<file path="src/rtl/rgbw_pwm_bank.sv">
// Multi-channel PWM bank: SPI-fed shadow duty registers, committed atomically at the
// period wrap, with optional per-channel phase staggering to spread LED current steps.
module rgbw_pwm_bank #(
    parameter int CH    = 4,
    parameter int W     = 8,
    parameter int PRESC = 2
) (
    input  logic          clk,
    input  logic          rst_n,
    input  logic [7:0]    rx_data,
    input  logic          rx_rdy,
    input  logic          cs,
    output logic [CH-1:0] pwm_out,
    output logic          period_tick,
    output logic          commit_pending
);
    localparam int              PW         = (PRESC > 1) ? $clog2(PRESC) : 1;
    localparam logic [PW-1:0]   PRESC_LAST = PW'(PRESC - 1);
    localparam logic [W-1:0]    CNT_LAST   = '1;

    typedef enum logic [1:0] {S_IDLE, S_HDR, S_DATA} state_t;

    state_t          state_q, state_d;
    logic [PW-1:0]   presc_q, presc_d;
    logic [W-1:0]    cnt_q, cnt_d;
    logic [3:0]      ptr_q, ptr_d;
    logic            dirty_q, dirty_d;
    logic            pend_q, pend_d;
    logic            smode_q, smode_d;
    logic            amode_q, amode_d;
    logic [CH*W-1:0] shadow_q, shadow_d;
    logic [CH*W-1:0] active_q, active_d;
    logic [CH-1:0]   pwm_q, pwm_d;
    logic            ptick_q;
    logic            tick, wrap, commit, wr_en, pend_set;

    always_comb begin
        tick    = (presc_q == PRESC_LAST);
        wrap    = tick && (cnt_q == CNT_LAST);
        commit  = wrap && pend_q;
        presc_d = tick ? '0 : presc_q + PW'(1);
        cnt_d   = tick ? cnt_q + W'(1) : cnt_q;
        amode_d = commit ? smode_q : amode_q;
        // A close on the commit edge re-arms pending; the re-commit is a harmless repeat.
        pend_d  = pend_set | (pend_q & ~commit);
    end

    always_comb begin
        state_d  = state_q;
        ptr_d    = ptr_q;
        dirty_d  = dirty_q;
        smode_d  = smode_q;
        wr_en    = 1'b0;
        pend_set = 1'b0;
        if (cs) begin
            // Frame end wins over any byte strobed on the same cycle.
            state_d  = S_IDLE;
            pend_set = dirty_q;
            dirty_d  = 1'b0;
        end else begin
            case (state_q)
                S_IDLE: state_d = S_HDR;
                S_HDR: begin
                    if (rx_rdy) begin
                        smode_d = rx_data[7];
                        ptr_d   = rx_data[3:0];
                        dirty_d = 1'b1;
                        state_d = S_DATA;
                    end
                end
                S_DATA: begin
                    if (rx_rdy) begin
                        if (int'(ptr_q) < CH) begin
                            wr_en   = 1'b1;
                            dirty_d = 1'b1;
                        end
                        if (ptr_q != 4'hF) begin
                            ptr_d = ptr_q + 4'd1;
                        end
                    end
                end
                default: state_d = S_IDLE;
            endcase
        end
    end

    genvar gi;
    generate
        for (gi = 0; gi < CH; gi++) begin : g_ch
            localparam logic [W-1:0] OFF = W'((gi * ((1 << W) / CH)) % (1 << W));
            logic [W-1:0] phase;
            assign shadow_d[gi*W +: W] = (wr_en && ptr_q == 4'(gi)) ? rx_data[7 -: W]
                                                                   : shadow_q[gi*W +: W];
            assign active_d[gi*W +: W] = commit ? shadow_q[gi*W +: W] : active_q[gi*W +: W];
            // Built from next-state values so the output edge lines up with cnt_q.
            assign phase     = amode_d ? cnt_d + OFF : cnt_d;
            assign pwm_d[gi] = (phase < active_d[gi*W +: W]);
        end
    endgenerate

    always_ff @(posedge clk or negedge rst_n) begin
        if (!rst_n) begin
            state_q  <= S_IDLE;
            presc_q  <= '0;
            cnt_q    <= '0;
            ptr_q    <= '0;
            dirty_q  <= 1'b0;
            pend_q   <= 1'b0;
            smode_q  <= 1'b0;
            amode_q  <= 1'b0;
            shadow_q <= '0;
            active_q <= '0;
            pwm_q    <= '0;
            ptick_q  <= 1'b0;
        end else begin
            state_q  <= state_d;
            presc_q  <= presc_d;
            cnt_q    <= cnt_d;
            ptr_q    <= ptr_d;
            dirty_q  <= dirty_d;
            pend_q   <= pend_d;
            smode_q  <= smode_d;
            amode_q  <= amode_d;
            shadow_q <= shadow_d;
            active_q <= active_d;
            pwm_q    <= pwm_d;
            ptick_q  <= wrap;
        end
    end

    assign pwm_out        = pwm_q;
    assign period_tick    = ptick_q;
    assign commit_pending = pend_q;
endmodule

</file>
<file path="config.mk">
export PLATFORM = sky130hd
export DESIGN_NAME = rgbw_pwm_bank
export DESIGN_NICKNAME = d
export VERILOG_FILES = /design/src/rtl/rgbw_pwm_bank.sv
export SDC_FILE = /design/constraint.sdc
export NUM_CORES = 1
export LEC_CHECK = 0
export BUFFER_PORTS_ARGS = -buffer_cell sky130_fd_sc_hd__buf_4
export CAP_MARGIN = 40
export CORE_ASPECT_RATIO = 1.5
export CORE_MARGIN = 4
export CORE_UTILIZATION = 45
export DETAILED_ROUTE_END_ITERATION = 16
export GPL_ROUTABILITY_DRIVEN = 1
export SLEW_MARGIN = 20
export SYNTH_ARGS = -nofsm -noshare
export SYNTH_HDL_FRONTEND = slang
export SYNTH_SLANG_ARGS = --single-unit
</file>
<file path="constraint.sdc">
create_clock -name clk -period 6.5 [get_ports clk]
set_clock_uncertainty 0.15 [all_clocks]
set_input_delay 0.325 -clock clk [delete_from_list [all_inputs] [get_ports clk]]
set_output_delay 0.325 -clock clk [all_outputs]
set_load 0.03 [all_outputs]
</file>
* Yosys cells after proc, flatten, opt, wreduce, memory -nomap -nowiden
Index checks and enable logic that the tools add are counted.
Storage, ports and cells: register bits after elaboration 88, output and inout bits 6, latch bits 0, ROM bits 0, memory bits (writable) 0, memories 0, word-level logic and storage cells 85, input bits 12
Operators by class: equal/unequal tests 14, divide/modulo/power cells 0, magnitude comparators 5, shifts and indexed selects 0, add/sub/neg operators 6, multiply operators 0, muxes and demuxes 27, reductions and logical operators 14, bitwise gates (word level) 4
Operators by type and width (count):
- 8-bit 2-to-1 mux | 8
- 8-bit < comparator | 4
- 8-bit adder (second input constant) | 2
- 4-bit 2-to-1 mux | 3
- 1-bit 2-to-1 mux | 11
- 3-bit != test (second input constant) | 3
- 8-bit by 1-bit adder with 8-bit output (second input constant) | 1
- 8-bit by 7-bit adder with 8-bit output (second input constant) | 1
- 4-bit by 2-bit == test with 1-bit output (second input constant) | 2
- 8-bit == test (second input constant) | 1
- 2-bit != test (second input constant) | 4
- 4-bit one-hot mux with 2 select lines | 1
- 1-bit logical AND | 6
- 2-bit one-hot mux with 3 select lines | 1
- 5-bit AND reduction | 1
- 4-bit by 1-bit adder with 4-bit output (second input constant) | 1
- 4-bit by 1-bit == test with 1-bit output (second input constant) | 1
- 4-bit logical NOT | 1
- 4-bit by 3-bit < comparator with 1-bit output (second input constant) | 1
- 2-bit 2-to-1 mux | 2
- 4-bit != test (second input constant) | 1
- 4-bit AND reduction | 1
- 3-bit AND reduction | 1
- 3-bit nonzero test | 1
- 10 further kinds | 11

* Logic depth before layout (Yosys ltp)
Gate-level depths: netlist (run 1).
depth in word-level cells 6, mapped depth 15, depth with buffers taken out 12

* Worst setup path before layout (run 1)
Ideal clock, no wire load.
path kind reg-to-reg, from reg cnt_q[0], to reg pwm_q[0], in the netlist pwm_out[0], clock period less this slack 2908 ps, setup time 82 ps, buffers on the path 3, arrival time 2676 ps, setup slack 3592 ps, required time 6268 ps, stages on the path, launching flop included 14, cells stage by stage dfrtp_1 ha_1 nand4_1 or3_1 buf_6 buf_12 buf_8 mux2i_1 ha_1 a211oi_1 nand3_1 mux2i_1 o221ai_1 a31oi_1
On the way: cells in the longest elaborated chain, start to end 5, elaborated cells on any way between the ends 7, those cells by class add/sub (1); order compare (1); eq/ne (1); mux (2); reduce/logical (2)
Ends and longest elaborated chain:
- start, declared | RTL line 25 | logic [W-1:0] cnt_q, cnt_d;
- start signal, assigned | RTL line 118 | cnt_q <= cnt_d;
- parallel branches: the longest is 4 deep, another holds 8-bit by 1-bit adder with 8-bit output
- 8-bit < comparator * | RTL line 97 | assign pwm_d[gi] = (phase < active_d[gi*W +: W]);
- net pwm_d[0] | RTL line 33 | logic [CH-1:0] pwm_q, pwm_d;
- end signal, assigned | RTL line 126 | pwm_q <= pwm_d;
- end, declared | RTL line 33
Mark *: on every way through the listed nets, which the timed path passes. A chain may end at the register's enable or synchronous reset.

* Final worst setup path (run 1)
from reg cnt_q[0], to reg pwm_q[2], in the netlist pwm_out[2]
On the way: cells in the longest elaborated chain, start to end 6, elaborated cells on any way between the ends 10, those cells by class add/sub (2); order compare (1); eq/ne (1); mux (4); reduce/logical (2)
Ends and longest elaborated chain (RTL line):
- parallel branches: the longest is 5 deep, another holds 8-bit by 1-bit adder with 8-bit output
- 8-bit < comparator * | 97
- net pwm_d[2] | 33
Marks and branches as above.

==> impl_metrics.prom, run 1 <==
# TYPE chip_impl_metric gauge
chip_impl_metric{name="post-route-worst-setup-slack",unit="ns"} 3.11
chip_impl_info{name="rsz0062_at_grt",value="false"} 1
chip_impl_info{name="layout.cells.most_common",value="sky130_fd_sc_hd__dfrtp_1"} 1
chip_impl_metric{name="detailedRoute.firstPassIterationCount",unit=""} 4
chip_impl_metric{name="timing_max_transition_violations_final",unit=""} 0
chip_impl_metric{name="dpl_cell_area",unit="sq mm"} 0.00450
chip_impl_metric{name="synthesis.area_per_instance",unit="sq um"} 12.4
chip_impl_metric{name="clock_transition_time_at_the_flip_flop_clock_pins_of_the_worst_setup_and_hold_paths",unit="ns"} 0.06
chip_impl_metric{name="syn_area",unit="sq mm"} 0.00425
chip_impl_metric{name="setup_violations",unit=""} 0
chip_impl_metric{name="vias_per_cell",unit=""} 5.33
chip_impl_metric{name="gr-total-overflow",unit=""} 0
chip_impl_metric{name="diodes",unit=""} 0
chip_impl_metric{name="post-layout-total-power",unit="uW"} 1210
chip_impl_metric{name="dieWidth",unit="microns"} 87.4
chip_impl_metric{name="p_leak",unit="uW"} 0.00259
chip_impl_metric{name="timing.fmax",unit="GHz"} 0.295
chip_impl_info{name="synth_top_family_by_area",value="multiplexers"} 1
chip_impl_metric{name="gp_congestion",unit=""} 0.748
chip_impl_info{name="slowest_stage",value="sky130_fd_sc_hd__or3_2"} 1
chip_impl_info{name="worstSetupEndpointType",value="register"} 1
chip_impl_metric{name="post-cts-setup-buffers",unit=""} 0
chip_impl_metric{name="power_per_cell_area",unit="mW/mm^2"} 252
chip_impl_info{name="timing.critical_path.cells",value="ha_1 -> nand4_1 -> or3_2 -> buf_16 -> mux2i_1 -> ha_1 -> a211oi_1 -> nand3_1 -> mux2i_1 -> o221ai_1 -> a31oi_1"} 1
chip_impl_metric{name="port_buffers",unit=""} 17
chip_impl_metric{name="hpwlAfterDp",unit="microns"} 6170
chip_impl_metric{name="clock_sink_count",unit=""} 88
chip_impl_metric{name="critPathMaxFanout",unit=""} 17
chip_impl_info{name="hold_path.class",value="input pin to register"} 1
chip_impl_metric{name="via_count_of_the_first_global_routing_pass",unit=""} 2678
chip_impl_metric{name="finalWorstPathRequiredPeriod",unit="ns"} 3.39
chip_impl_metric{name="chipHeight",unit="microns"} 127
chip_impl_metric{name="vdd.ir_drop.worst",unit="uV"} 132
chip_impl_metric{name="worst-slew-pin-transition",unit="ns"} 0.645
chip_impl_info{name="timing_worst_setup_path_type",value="register to register"} 1
chip_impl_metric{name="track_usage",unit="%"} 17.1
chip_impl_metric{name="yosys_warnings",unit=""} 0
chip_impl_metric{name="drt-wirelength-per-cell",unit="microns"} 17.4
chip_impl_info{name="yosys_most_used_dff",value="sky130_fd_sc_hd__dfrtp_1"} 1
chip_impl_metric{name="total_clock_buffers_created_by_cts",unit=""} 9
chip_impl_metric{name="syn_to_final_growth",unit="%"} 13.0
chip_impl_metric{name="synth_fa_ha_area_share",unit="%"} 9.12
chip_impl_info{name="tritoncts",value="built"} 1
chip_impl_metric{name="worst_ep_arrival_time",unit="ns"} 3.50
chip_impl_metric{name="vias",unit=""} 2587
chip_impl_metric{name="detail_route.wirelength",unit="microns"} 8420
chip_impl_metric{name="synth_compound_gate_area_share",unit="%"} 7.00
chip_impl_metric{name="syn_nets",unit=""} 387
chip_impl_metric{name="synth_seq_cells",unit=""} 88
chip_impl_metric{name="start_util",unit="%"} 46.0
chip_impl_metric{name="grt_first_pass_wirelength",unit="microns"} 14100
chip_impl_info{name="worst_setup_path_start_kind",value="register"} 1
chip_impl_metric{name="fraction_of_the_yosys_area_taken_by_sequential_cells",unit="%"} 51.8
chip_impl_metric{name="setup_tns",unit="ns"} 0
chip_impl_metric{name="met2RoutedLength",unit="microns"} 4310
chip_impl_metric{name="die_area",unit="sq mm"} 0.0111
chip_impl_info{name="most-common-layout-cells",value="88 x sky130_fd_sc_hd__dfrtp_1, 34 x sky130_fd_sc_hd__mux2_2, 31 x sky130_fd_sc_hd__inv_1, 31 x sky130_fd_sc_hd__ha_1, 29 x sky130_fd_sc_hd__nand2_1"} 1
chip_impl_metric{name="final.period_utilization",unit="%"} 52.2
chip_impl_metric{name="maximum_number_of_pins_on_one_net_before_global_route_repair",unit=""} 51
chip_impl_metric{name="finalInstanceArea",unit="sq mm"} 0.00480
chip_impl_metric{name="count_of_flip_flops_with_a_built_in_enable_after_synthesis",unit=""} 0
chip_impl_metric{name="yosysUniqueCellTypes",unit=""} 40
chip_impl_metric{name="timing_hold_violations_final",unit=""} 0
chip_impl_metric{name="instance_count_of_the_mapped_netlist",unit=""} 344
chip_impl_info{name="outcome",value="completed"} 1
chip_impl_metric{name="ioPinCount",unit=""} 18
chip_impl_metric{name="placementRows",unit=""} 43
chip_impl_metric{name="post_synth_and_or_nand_nor_area_fraction",unit="%"} 7.44
chip_impl_metric{name="final_layout_size_suffix_gt1_share",unit="%"} 24.1
chip_impl_metric{name="cts_htree_levels",unit=""} 3
chip_impl_metric{name="clock_insertion_delay_worst_skew",unit="ns"} 0.33
chip_impl_metric{name="ys_async_sr_fraction",unit="%"} 100
chip_impl_metric{name="required",unit="ns"} 6.61
chip_impl_metric{name="initial_antenna_violation_count",unit=""} 0
chip_impl_metric{name="place_worst_setup_slack",unit="ns"} 3.10
chip_impl_metric{name="slew_headroom",unit="%"} 57.0
chip_impl_metric{name="maxCapViolations",unit=""} 0
chip_impl_metric{name="final_net_count",unit=""} 413
chip_impl_metric{name="synth_mux_area_share",unit="%"} 17.5
chip_impl_metric{name="dr.first_iter.drc_count",unit=""} 122
chip_impl_metric{name="synthXorXnorAreaFrac",unit="%"} 2.27
chip_impl_metric{name="ctsLongestPathBuffers",unit=""} 2
chip_impl_metric{name="antenna_violating_nets_post_route",unit=""} 0
chip_impl_info{name="maxUsedRoutingLayer",value="met4"} 1
chip_impl_metric{name="drt_drc_violations_left",unit=""} 0
chip_impl_metric{name="coreArea",unit="sq mm"} 0.00925
chip_impl_metric{name="detailed_route_wirelength_on_metal3",unit="microns"} 250
chip_impl_metric{name="cpPeakStageDelay",unit="ns"} 0.72
chip_impl_metric{name="met1_length",unit="microns"} 3700
chip_impl_info{name="cts_root_buf",value="sky130_fd_sc_hd__clkbuf_16"} 1
chip_impl_metric{name="num-fill-cells",unit=""} 817
[through the flow]
step / instances / util [%] / hold slack (ns)
4_1_cts: 485 / 51.9 / 0.0124
3_3_place_gp: 468 / 48.1 / -0.00939
2_1_floorplan: 344 / - / -0.121
5_1_grt: 485 / 51.9 / 0.0256
6_report: 485 / 51.9 / 0.0234
3_5_place_dp: 470 / 48.6 / -0.00768
[sequential cells by signal (all words and copies together), names as in the netlist]
signal / count
active_q: 32
state_q: 2
dirty_q: 1
ptr_q: 4
pwm_out: 4
amode_q: 1
shadow_q: 32
period_tick: 1
cnt_q: 8
smode_q: 1
commit_pending: 1
presc_q: 1
[cell families (layout without fill, tap and decap cells)]
kind of cell / after synthesis / in the layout
AOI/OAI and AO/OA: 45 / 45
xor gates and xnor gates: 11 / 11
adders and majority gates: 31 / 31
buffers and inverters: 41 / 70
DFF: 88 / 88
muxes: 65 / 65
and+or+nand+nor: 63 / 63
[synth_stat cells (3+ instances only)]
cell type	instances	area (sq um)
sky130_fd_sc_hd__dfrtp_1	88	2200
sky130_fd_sc_hd__mux2_2	34	383
sky130_fd_sc_hd__ha_1	31	388
sky130_fd_sc_hd__inv_1	31	116
sky130_fd_sc_hd__nand2_1	29	109
sky130_fd_sc_hd__mux2i_1	17	170
sky130_fd_sc_hd__mux2i_2	10	138
sky130_fd_sc_hd__nor2_1	10	37.5
sky130_fd_sc_hd__o21ai_0	9	45.0
sky130_fd_sc_hd__xnor2_1	9	78.8
sky130_fd_sc_hd__a21oi_1	8	40.0
sky130_fd_sc_hd__nand3_1	7	35.0
sky130_fd_sc_hd__o21a_1	6	45.0
sky130_fd_sc_hd__a21o_1	5	37.5
sky130_fd_sc_hd__nand4_1	5	31.3
sky130_fd_sc_hd__a211oi_1	4	30.0
sky130_fd_sc_hd__inv_2	4	15.0
sky130_fd_sc_hd__a31oi_1	3	18.8
sky130_fd_sc_hd__nand2b_1	3	18.8
sky130_fd_sc_hd__o211ai_1	3	22.5
[power breakdown]
part	internal (uW)	switching [uW]
sequential	585	29.1
clock	314	205
combinational	38.9	36.0
total	938	270
[metal layers]
layer  track usage [%]  up-vias
met1              22.7     1294
met4              7.41        0
met3              2.58       13
met2              27.4       37
met5                 0        -
li1                  -     1243
[final cells by class]
type	instances	area [sq um]	share of cell area (%)
inverters	35	131	2.73
repair buffers	21	193	4.01
clock buffers	11	253	5.26
clock inverters	3	42.5	0.885
flip-flops and latches	88	2200	45.8
multi-input cells	215	1840	38.4
well taps	112	140	2.92
[worst max-delay path, delay by kind of cell (launching register included)]
kind	cells	cell delay [ns]
mux	2	0.38
flops	1	0.38
buf+inv	1	0.27
simple gates	3	1.01
compound gates	3	0.62
fa+ha+maj	2	0.50
[final timing paths]
check | from | end | slack (ns) | cells past startpoint
setup / recovery | cnt_q[0] | pwm_out[2] | 3.11 | 11
hold / removal | cs | dirty_q | 0.02 | 2
setup reg to reg | cnt_q[0] | pwm_out[2] | 3.11 | 11
hold reg to reg | state_q[1] | state_q[0] | 0.31 | 1
max in group asynchronous | rst_n | shadow_q[0] | 5.01 | 4
min in group asynchronous | rst_n | state_q[0] | 0.18 | 2
[what timing repair did]
action | 4_1_cts | 5_1_grt
hold buffers | 1 | 0
gates resized for setup | 0 | 0
hold endpoints to repair | 6 | 0
No activity file was read; power rests on OpenSTA's default activity.
==> inputs of run 2 (changes only) <==
clock period = 2.8 ns   (was 6.5 ns; I/O delays follow)
==> run 2 against run 1 <==
- the flow now finishes with violations (setup timing)
- cell count up 11%
- total power up 130%
- setup slack got worse by 3.1 ns
- combinational power rose to 2.5 times the previous value
- wire length grew 8.6%
==> impl_metrics.prom, run 2 (synthesis results as in run 1) <==
# TYPE chip_impl_metric gauge
chip_impl_info{name="outcome",value="complete, but fails checks"} 1
chip_impl_info{name="violations",value="setup timing"} 1
chip_impl_metric{name="critPathMaxFanout",unit=""} 6
chip_impl_info{name="hold_path.class",value="input pin to asynchronous set/reset pin"} 1
chip_impl_metric{name="hpwlAfterDp",unit="microns"} 6650
chip_impl_metric{name="via_count_of_the_first_global_routing_pass",unit=""} 2867
chip_impl_metric{name="final.hold.worst_slack",unit="ns"} 0.129
chip_impl_info{name="timing_worst_setup_path_type",value="register to register"} 1
chip_impl_metric{name="timing.fmax",unit="GHz"} 0.356
chip_impl_metric{name="cts_htree_levels",unit=""} 3
chip_impl_metric{name="start_util",unit="%"} 46.0
chip_impl_metric{name="finalWorstPathRequiredPeriod",unit="ns"} 2.81
chip_impl_metric{name="final_core_density",unit="%"} 58.4
chip_impl_metric{name="drt_drc_violations_left",unit=""} 0
chip_impl_metric{name="worst_ep_arrival_time",unit="ns"} 2.92
chip_impl_metric{name="grt_first_pass_wirelength",unit="microns"} 15100
chip_impl_metric{name="slew_headroom",unit="%"} 55.0
chip_impl_metric{name="finalInstanceArea",unit="sq mm"} 0.00540
chip_impl_metric{name="setup_violations",unit=""} 1
chip_impl_metric{name="maxCapViolations",unit=""} 0
chip_impl_metric{name="total_clock_buffers_created_by_cts",unit=""} 9
chip_impl_metric{name="diodes",unit=""} 0
chip_impl_metric{name="antenna_violating_nets_post_route",unit=""} 0
chip_impl_metric{name="dpl.cell_count",unit=""} 504
chip_impl_metric{name="initial_antenna_violation_count",unit=""} 0
chip_impl_metric{name="maximum_number_of_pins_on_one_net_before_global_route_repair",unit=""} 59
chip_impl_metric{name="vias_per_cell",unit=""} 5.18
chip_impl_info{name="biggestRegsByFlops",value="active_q (32), shadow_q (32), cnt_q (8)"} 1
chip_impl_metric{name="clock_sink_count",unit=""} 88
chip_impl_metric{name="chipHeight",unit="microns"} 127
chip_impl_metric{name="p_leak",unit="uW"} 0.00281
chip_impl_metric{name="final.period_utilization",unit="%"} 100
chip_impl_metric{name="timing_hold_violations_final",unit=""} 0
chip_impl_metric{name="vdd.ir_drop.worst",unit="uV"} 354
chip_impl_info{name="worstSetupEndpointType",value="register"} 1
chip_impl_metric{name="track_usage",unit="%"} 18.2
chip_impl_metric{name="timing_max_transition_violations_final",unit=""} 0
chip_impl_metric{name="clock_insertion_delay_worst_skew",unit="ns"} 0.34
chip_impl_metric{name="required",unit="ns"} 2.91
chip_impl_metric{name="syn_to_final_growth",unit="%"} 27.0
chip_impl_metric{name="detail_route.wirelength",unit="microns"} 9150
chip_impl_metric{name="r2r_cells",unit=""} 10
chip_impl_info{name="rsz0062_at_grt",value="true"} 1
chip_impl_metric{name="coreArea",unit="sq mm"} 0.00925
chip_impl_metric{name="detailedRoute.firstPassIterationCount",unit=""} 4
chip_impl_info{name="tritoncts",value="built"} 1
chip_impl_metric{name="ff_latch_area",unit="sq mm"} 0.00220
chip_impl_metric{name="placementRows",unit=""} 43
chip_impl_metric{name="vias",unit=""} 2781
chip_impl_info{name="cts_root_buf",value="sky130_fd_sc_hd__clkbuf_16"} 1
chip_impl_info{name="most-common-layout-cells",value="88 x sky130_fd_sc_hd__dfrtp_1, 55 x sky130_fd_sc_hd__buf_4, 34 x sky130_fd_sc_hd__mux2_2"} 1
chip_impl_metric{name="final_net_count",unit=""} 464
chip_impl_metric{name="met1_length",unit="microns"} 3870
chip_impl_metric{name="ctsLongestPathBuffers",unit=""} 2
chip_impl_metric{name="clock_transition_time_at_the_flip_flop_clock_pins_of_the_worst_setup_and_hold_paths",unit="ns"} 0.06
chip_impl_metric{name="port_buffers",unit=""} 17
chip_impl_info{name="layout.cells.most_common",value="sky130_fd_sc_hd__dfrtp_1"} 1
chip_impl_metric{name="dr.first_iter.drc_count",unit=""} 141
chip_impl_metric{name="power_per_cell_area",unit="mW/mm^2"} 518
chip_impl_metric{name="dpl_cell_area",unit="sq mm"} 0.00477
chip_impl_info{name="worst_setup_path_start_kind",value="register"} 1
chip_impl_metric{name="detailed_route_wirelength_on_metal3",unit="microns"} 215
chip_impl_metric{name="dieWidth",unit="microns"} 87.4
chip_impl_metric{name="met2RoutedLength",unit="microns"} 4840
chip_impl_metric{name="die_area",unit="sq mm"} 0.0111
chip_impl_info{name="maxUsedRoutingLayer",value="met4"} 1
chip_impl_metric{name="gr-total-overflow",unit=""} 0
chip_impl_metric{name="post-layout-total-power",unit="uW"} 2800
chip_impl_metric{name="drt-wirelength-per-cell",unit="microns"} 17.0
chip_impl_metric{name="gp_congestion",unit=""} 0.831
chip_impl_metric{name="post_layout_nonfiller_instances",unit=""} 537
chip_impl_metric{name="ioPinCount",unit=""} 18
chip_impl_metric{name="post-route-worst-setup-slack",unit="ns"} -0.00876
chip_impl_metric{name="multi_input_comb_area",unit="sq mm"} 0.00203
chip_impl_metric{name="final_layout_size_suffix_gt1_share",unit="%"} 36.7
chip_impl_metric{name="worst-slew-pin-transition",unit="ns"} 0.670
chip_impl_metric{name="num-fill-cells",unit=""} 754
==> run 2: cell count changes in the layout (fill, tap and decap cells not counted), sizes merged <==
cell / delta
buf: +40
dlygate4sd3: +11
clkinv: +2
clkinvlp: -1
==> run 2: through the flow <==
step | setup WS, ns | TNS [ns]
after floorplan | -0.0644 | -0.0644
after global placement | -0.357 | -0.646
after detailed placement | -0.388 | -0.840
after CTS | -0.0594 | -0.0990
after global routing | -0.148 | -0.258
final | -0.00876 | -0.00876
==> run 2: what timing repair did <==
action | in CTS | in global routing
hold endpoints to repair | 127 | 0
pin swaps | 9 | 18
buffers inserted | 5 | 3
endpoints found under the setup margin | 4 | 4
hold buffers | 12 | 0
resized for setup | 11 | 23
==> run 2: report_power, final <==
part	switching (uW)	internal, uW
Combinational	85.3	103
Clock	473	706
Sequential	71.8	1360
Total	630	2170
==> run 2: critical path: stages (launching register included) <==
cell and delay, ns:
sky130_fd_sc_hd__dfrtp_1 0.36, sky130_fd_sc_hd__ha_2 0.18, sky130_fd_sc_hd__nand4_1 0.09, sky130_fd_sc_hd__or3_4 0.42
sky130_fd_sc_hd__mux2i_1 0.22, sky130_fd_sc_hd__ha_1 0.30, sky130_fd_sc_hd__a211oi_4 0.26, sky130_fd_sc_hd__nand3_1 0.12
sky130_fd_sc_hd__mux2i_2 0.27, sky130_fd_sc_hd__o221ai_2 0.18, sky130_fd_sc_hd__a31oi_2 0.17
==> run 2: routing by layer <==
| metal | up-vias | track usage [%] |
|---|---|---|
| met5 | - | 0 |
| met4 | 0 | 7.05 |
| met3 | 15 | 3.87 |
| met2 | 33 | 29.4 |
| met1 | 1381 | 23.7 |
| li1 | 1352 | - |
==> run 2: final cells by class <==
class / count / share of cell area (%)
flip-flops and latches: 88 / 40.8
multi-input cells: 215 / 37.7
repair buffers: 72 / 11.2
clock buffers: 11 / 4.49
well taps: 112 / 2.59
inverters: 35 / 2.43
clock inverters: 4 / 0.834
==> run 2: path summary, 6_finish.rpt <==
check | start | to | slack (ns)
max | cnt_q[0] | pwm_out[2] | -0.009
min | rst_n | ptr_q[2] | 0.13
max reg2reg | cnt_q[0] | pwm_out[2] | -0.009
min reg2reg | state_q[1] | state_q[0] | 0.31
max in group asynchronous | rst_n | active_q[24] | 1.76
min in group clk | state_q[1] | state_q[0] | 0.31
==> inputs of run 3 (changes only) <==
MAX_ROUTING_LAYER = met4   (was default)
==> run 3 against run 2 <==
- the run now ends clean
- hold slack lost 0.00066 ns
- largest power group unchanged
- global-route usage grew 0.47 points
- clock power is essentially flat
==> impl_metrics.prom, run 3 (synthesis results as in run 1) <==
# TYPE chip_impl_metric gauge
chip_impl_info{name="outcome",value="completed"} 1
chip_impl_info{name="worstSetupEndpointType",value="register"} 1
chip_impl_metric{name="die_area",unit="sq mm"} 0.0111
chip_impl_metric{name="ctsLongestPathBuffers",unit=""} 2
chip_impl_metric{name="coreArea",unit="sq mm"} 0.00925
chip_impl_metric{name="initial_antenna_violation_count",unit=""} 0
chip_impl_info{name="most-common-layout-cells",value="88 x sky130_fd_sc_hd__dfrtp_1, 55 x sky130_fd_sc_hd__buf_4, 34 x sky130_fd_sc_hd__mux2_2"} 1
chip_impl_metric{name="p_leak",unit="uW"} 0.00281
chip_impl_metric{name="slew_headroom",unit="%"} 54.7
chip_impl_info{name="timing_worst_setup_path_type",value="register to register"} 1
chip_impl_metric{name="clock_sink_count",unit=""} 88
chip_impl_metric{name="dieWidth",unit="microns"} 87.4
chip_impl_metric{name="clock_insertion_delay_worst_skew",unit="ns"} 0.34
chip_impl_metric{name="clock_transition_time_at_the_flip_flop_clock_pins_of_the_worst_setup_and_hold_paths",unit="ns"} 0.06
chip_impl_metric{name="detailedRoute.firstPassIterationCount",unit=""} 4
chip_impl_metric{name="gp_congestion",unit=""} 0.843
chip_impl_metric{name="dr.first_iter.drc_count",unit=""} 142
chip_impl_info{name="hold_path.class",value="input pin to asynchronous set/reset pin"} 1
chip_impl_metric{name="placementRows",unit=""} 43
chip_impl_metric{name="dpl.cell_count",unit=""} 504
chip_impl_metric{name="post_layout_nonfiller_instances",unit=""} 537
chip_impl_metric{name="cts_htree_levels",unit=""} 3
chip_impl_info{name="worst_setup_path_start_kind",value="register"} 1
chip_impl_metric{name="drt-wirelength-per-cell",unit="microns"} 17.0
chip_impl_metric{name="vias_per_cell",unit=""} 5.20
chip_impl_metric{name="detail_route.wirelength",unit="microns"} 9140
chip_impl_metric{name="setup_tns",unit="ns"} 0
chip_impl_metric{name="post-route-worst-setup-slack",unit="ns"} 0.0111
chip_impl_metric{name="worst-slew-pin-transition",unit="ns"} 0.675
chip_impl_metric{name="hpwlAfterDp",unit="microns"} 6650
chip_impl_metric{name="chipHeight",unit="microns"} 127
chip_impl_metric{name="timing_max_transition_violations_final",unit=""} 0
chip_impl_metric{name="timing_hold_violations_final",unit=""} 0
chip_impl_metric{name="place_worst_setup_slack",unit="ns"} -0.388
chip_impl_metric{name="vdd.ir_drop.worst",unit="uV"} 354
chip_impl_info{name="tritoncts",value="built"} 1
chip_impl_metric{name="final_layout_size_suffix_gt1_share",unit="%"} 36.7
chip_impl_metric{name="critPathMaxFanout",unit=""} 6
chip_impl_metric{name="port_buffers",unit=""} 17
chip_impl_metric{name="gr-total-overflow",unit=""} 0
chip_impl_metric{name="ioPinCount",unit=""} 18
chip_impl_metric{name="setup_violations",unit=""} 0
chip_impl_info{name="layout.cells.most_common",value="sky130_fd_sc_hd__dfrtp_1"} 1
chip_impl_metric{name="diodes",unit=""} 0
chip_impl_info{name="biggestRegsByFlops",value="active_q (32), shadow_q (32), cnt_q (8)"} 1
chip_impl_info{name="rsz0062_at_grt",value="true"} 1
chip_impl_metric{name="grt_first_pass_wirelength",unit="microns"} 15100
chip_impl_metric{name="syn_to_final_growth",unit="%"} 27.0
chip_impl_metric{name="dpl_cell_area",unit="sq mm"} 0.00477
chip_impl_info{name="cts_root_buf",value="sky130_fd_sc_hd__clkbuf_16"} 1
chip_impl_metric{name="final.period_utilization",unit="%"} 99.6
chip_impl_metric{name="start_util",unit="%"} 46.0
chip_impl_metric{name="track_usage",unit="%"} 18.6
chip_impl_metric{name="drt_drc_violations_left",unit=""} 0
chip_impl_metric{name="finalInstanceArea",unit="sq mm"} 0.00540
chip_impl_metric{name="final_net_count",unit=""} 464
chip_impl_metric{name="via_count_of_the_first_global_routing_pass",unit=""} 2872
chip_impl_metric{name="worst_ep_arrival_time",unit="ns"} 2.90
chip_impl_metric{name="total_clock_buffers_created_by_cts",unit=""} 9
chip_impl_metric{name="vias",unit=""} 2791
chip_impl_metric{name="antenna_violating_nets_post_route",unit=""} 0
chip_impl_metric{name="power_per_cell_area",unit="mW/mm^2"} 518
chip_impl_metric{name="required",unit="ns"} 2.91
chip_impl_metric{name="maximum_number_of_pins_on_one_net_before_global_route_repair",unit=""} 59
chip_impl_metric{name="maxCapViolations",unit=""} 0
chip_impl_metric{name="timing.fmax",unit="GHz"} 0.359
chip_impl_metric{name="finalWorstPathRequiredPeriod",unit="ns"} 2.79
[run 3: layout make-up]
type | instances | area [sq um]
fill | 754 | 3850
sequential | 88 | 2200
multi-input combinational | 215 | 2030
timing repair buffer | 72 | 606
clock buffer | 11 | 243
tap | 112 | 140
inverter | 35 | 131
clock inverter | 4 | 45.0
[run 3: power breakdown]
group | leakage (uW) | total (uW) | switching [uW] | internal (uW)
registers | 0.00119 | 1430 | 71.8 | 1360
logic | 0.00147 | 189 | 85.5 | 103
clock network | 0.000145 | 1180 | 472 | 706
total | 0.00281 | 2800 | 630 | 2170
[run 3: critical path, stage by stage, from the launching register on]
cell and delay (ns):
sky130_fd_sc_hd__dfrtp_1 0.36, sky130_fd_sc_hd__ha_2 0.18, sky130_fd_sc_hd__nand4_1 0.09, sky130_fd_sc_hd__or3_4 0.42, sky130_fd_sc_hd__mux2i_1 0.22, sky130_fd_sc_hd__ha_1 0.30
sky130_fd_sc_hd__a211oi_4 0.27, sky130_fd_sc_hd__nand3_1 0.12, sky130_fd_sc_hd__mux2i_2 0.25, sky130_fd_sc_hd__o221ai_2 0.18, sky130_fd_sc_hd__a31oi_2 0.16
[run 3: worst paths after layout]
path | slack (ns) | start | to | cells after the start
hold reg to reg | 0.31 | state_q[1] | state_q[0] | 1
max in group asynchronous | 1.75 | rst_n | active_q[19] | 3
min in group clk | 0.31 | state_q[1] | state_q[0] | 1
hold / removal | 0.13 | rst_n | ptr_q[2] | 2
setup / recovery | 0.01 | cnt_q[0] | pwm_out[2] | 10
setup reg to reg | 0.01 | cnt_q[0] | pwm_out[2] | 10
[run 3: timing repair]
item,4_1_cts,5_1_grt
pin swaps,9,18
setup endpoints to repair,4,4
hold buffers,12,0
gates resized for setup,11,23
endpoints found under the hold margin,127,0
buffers inserted,5,3
[run 3: through the flow]
step | hold WS, ns | utilization [%] | power, uW
5_1_grt | 0.166 | 58.4 | 2920
6_report | 0.128 | 58.4 | 2800
2_1_floorplan | -0.306 | - | 1540
3_5_place_dp | -0.0483 | 51.5 | 1630
4_1_cts | 0.126 | 56.9 | 2820
3_3_place_gp | 0.186 | 51.2 | 1610
[run 3: layer usage]
layer / vias up / GRT usage, % / routed length [microns]
li1: 1351 / - / -
met1: 1392 / 23.6 / 3870
met4: 0 / 7.59 / 220
met2: 33 / 29.4 / 4820
met3: 15 / 3.29 / 222
met5: - / - / 0
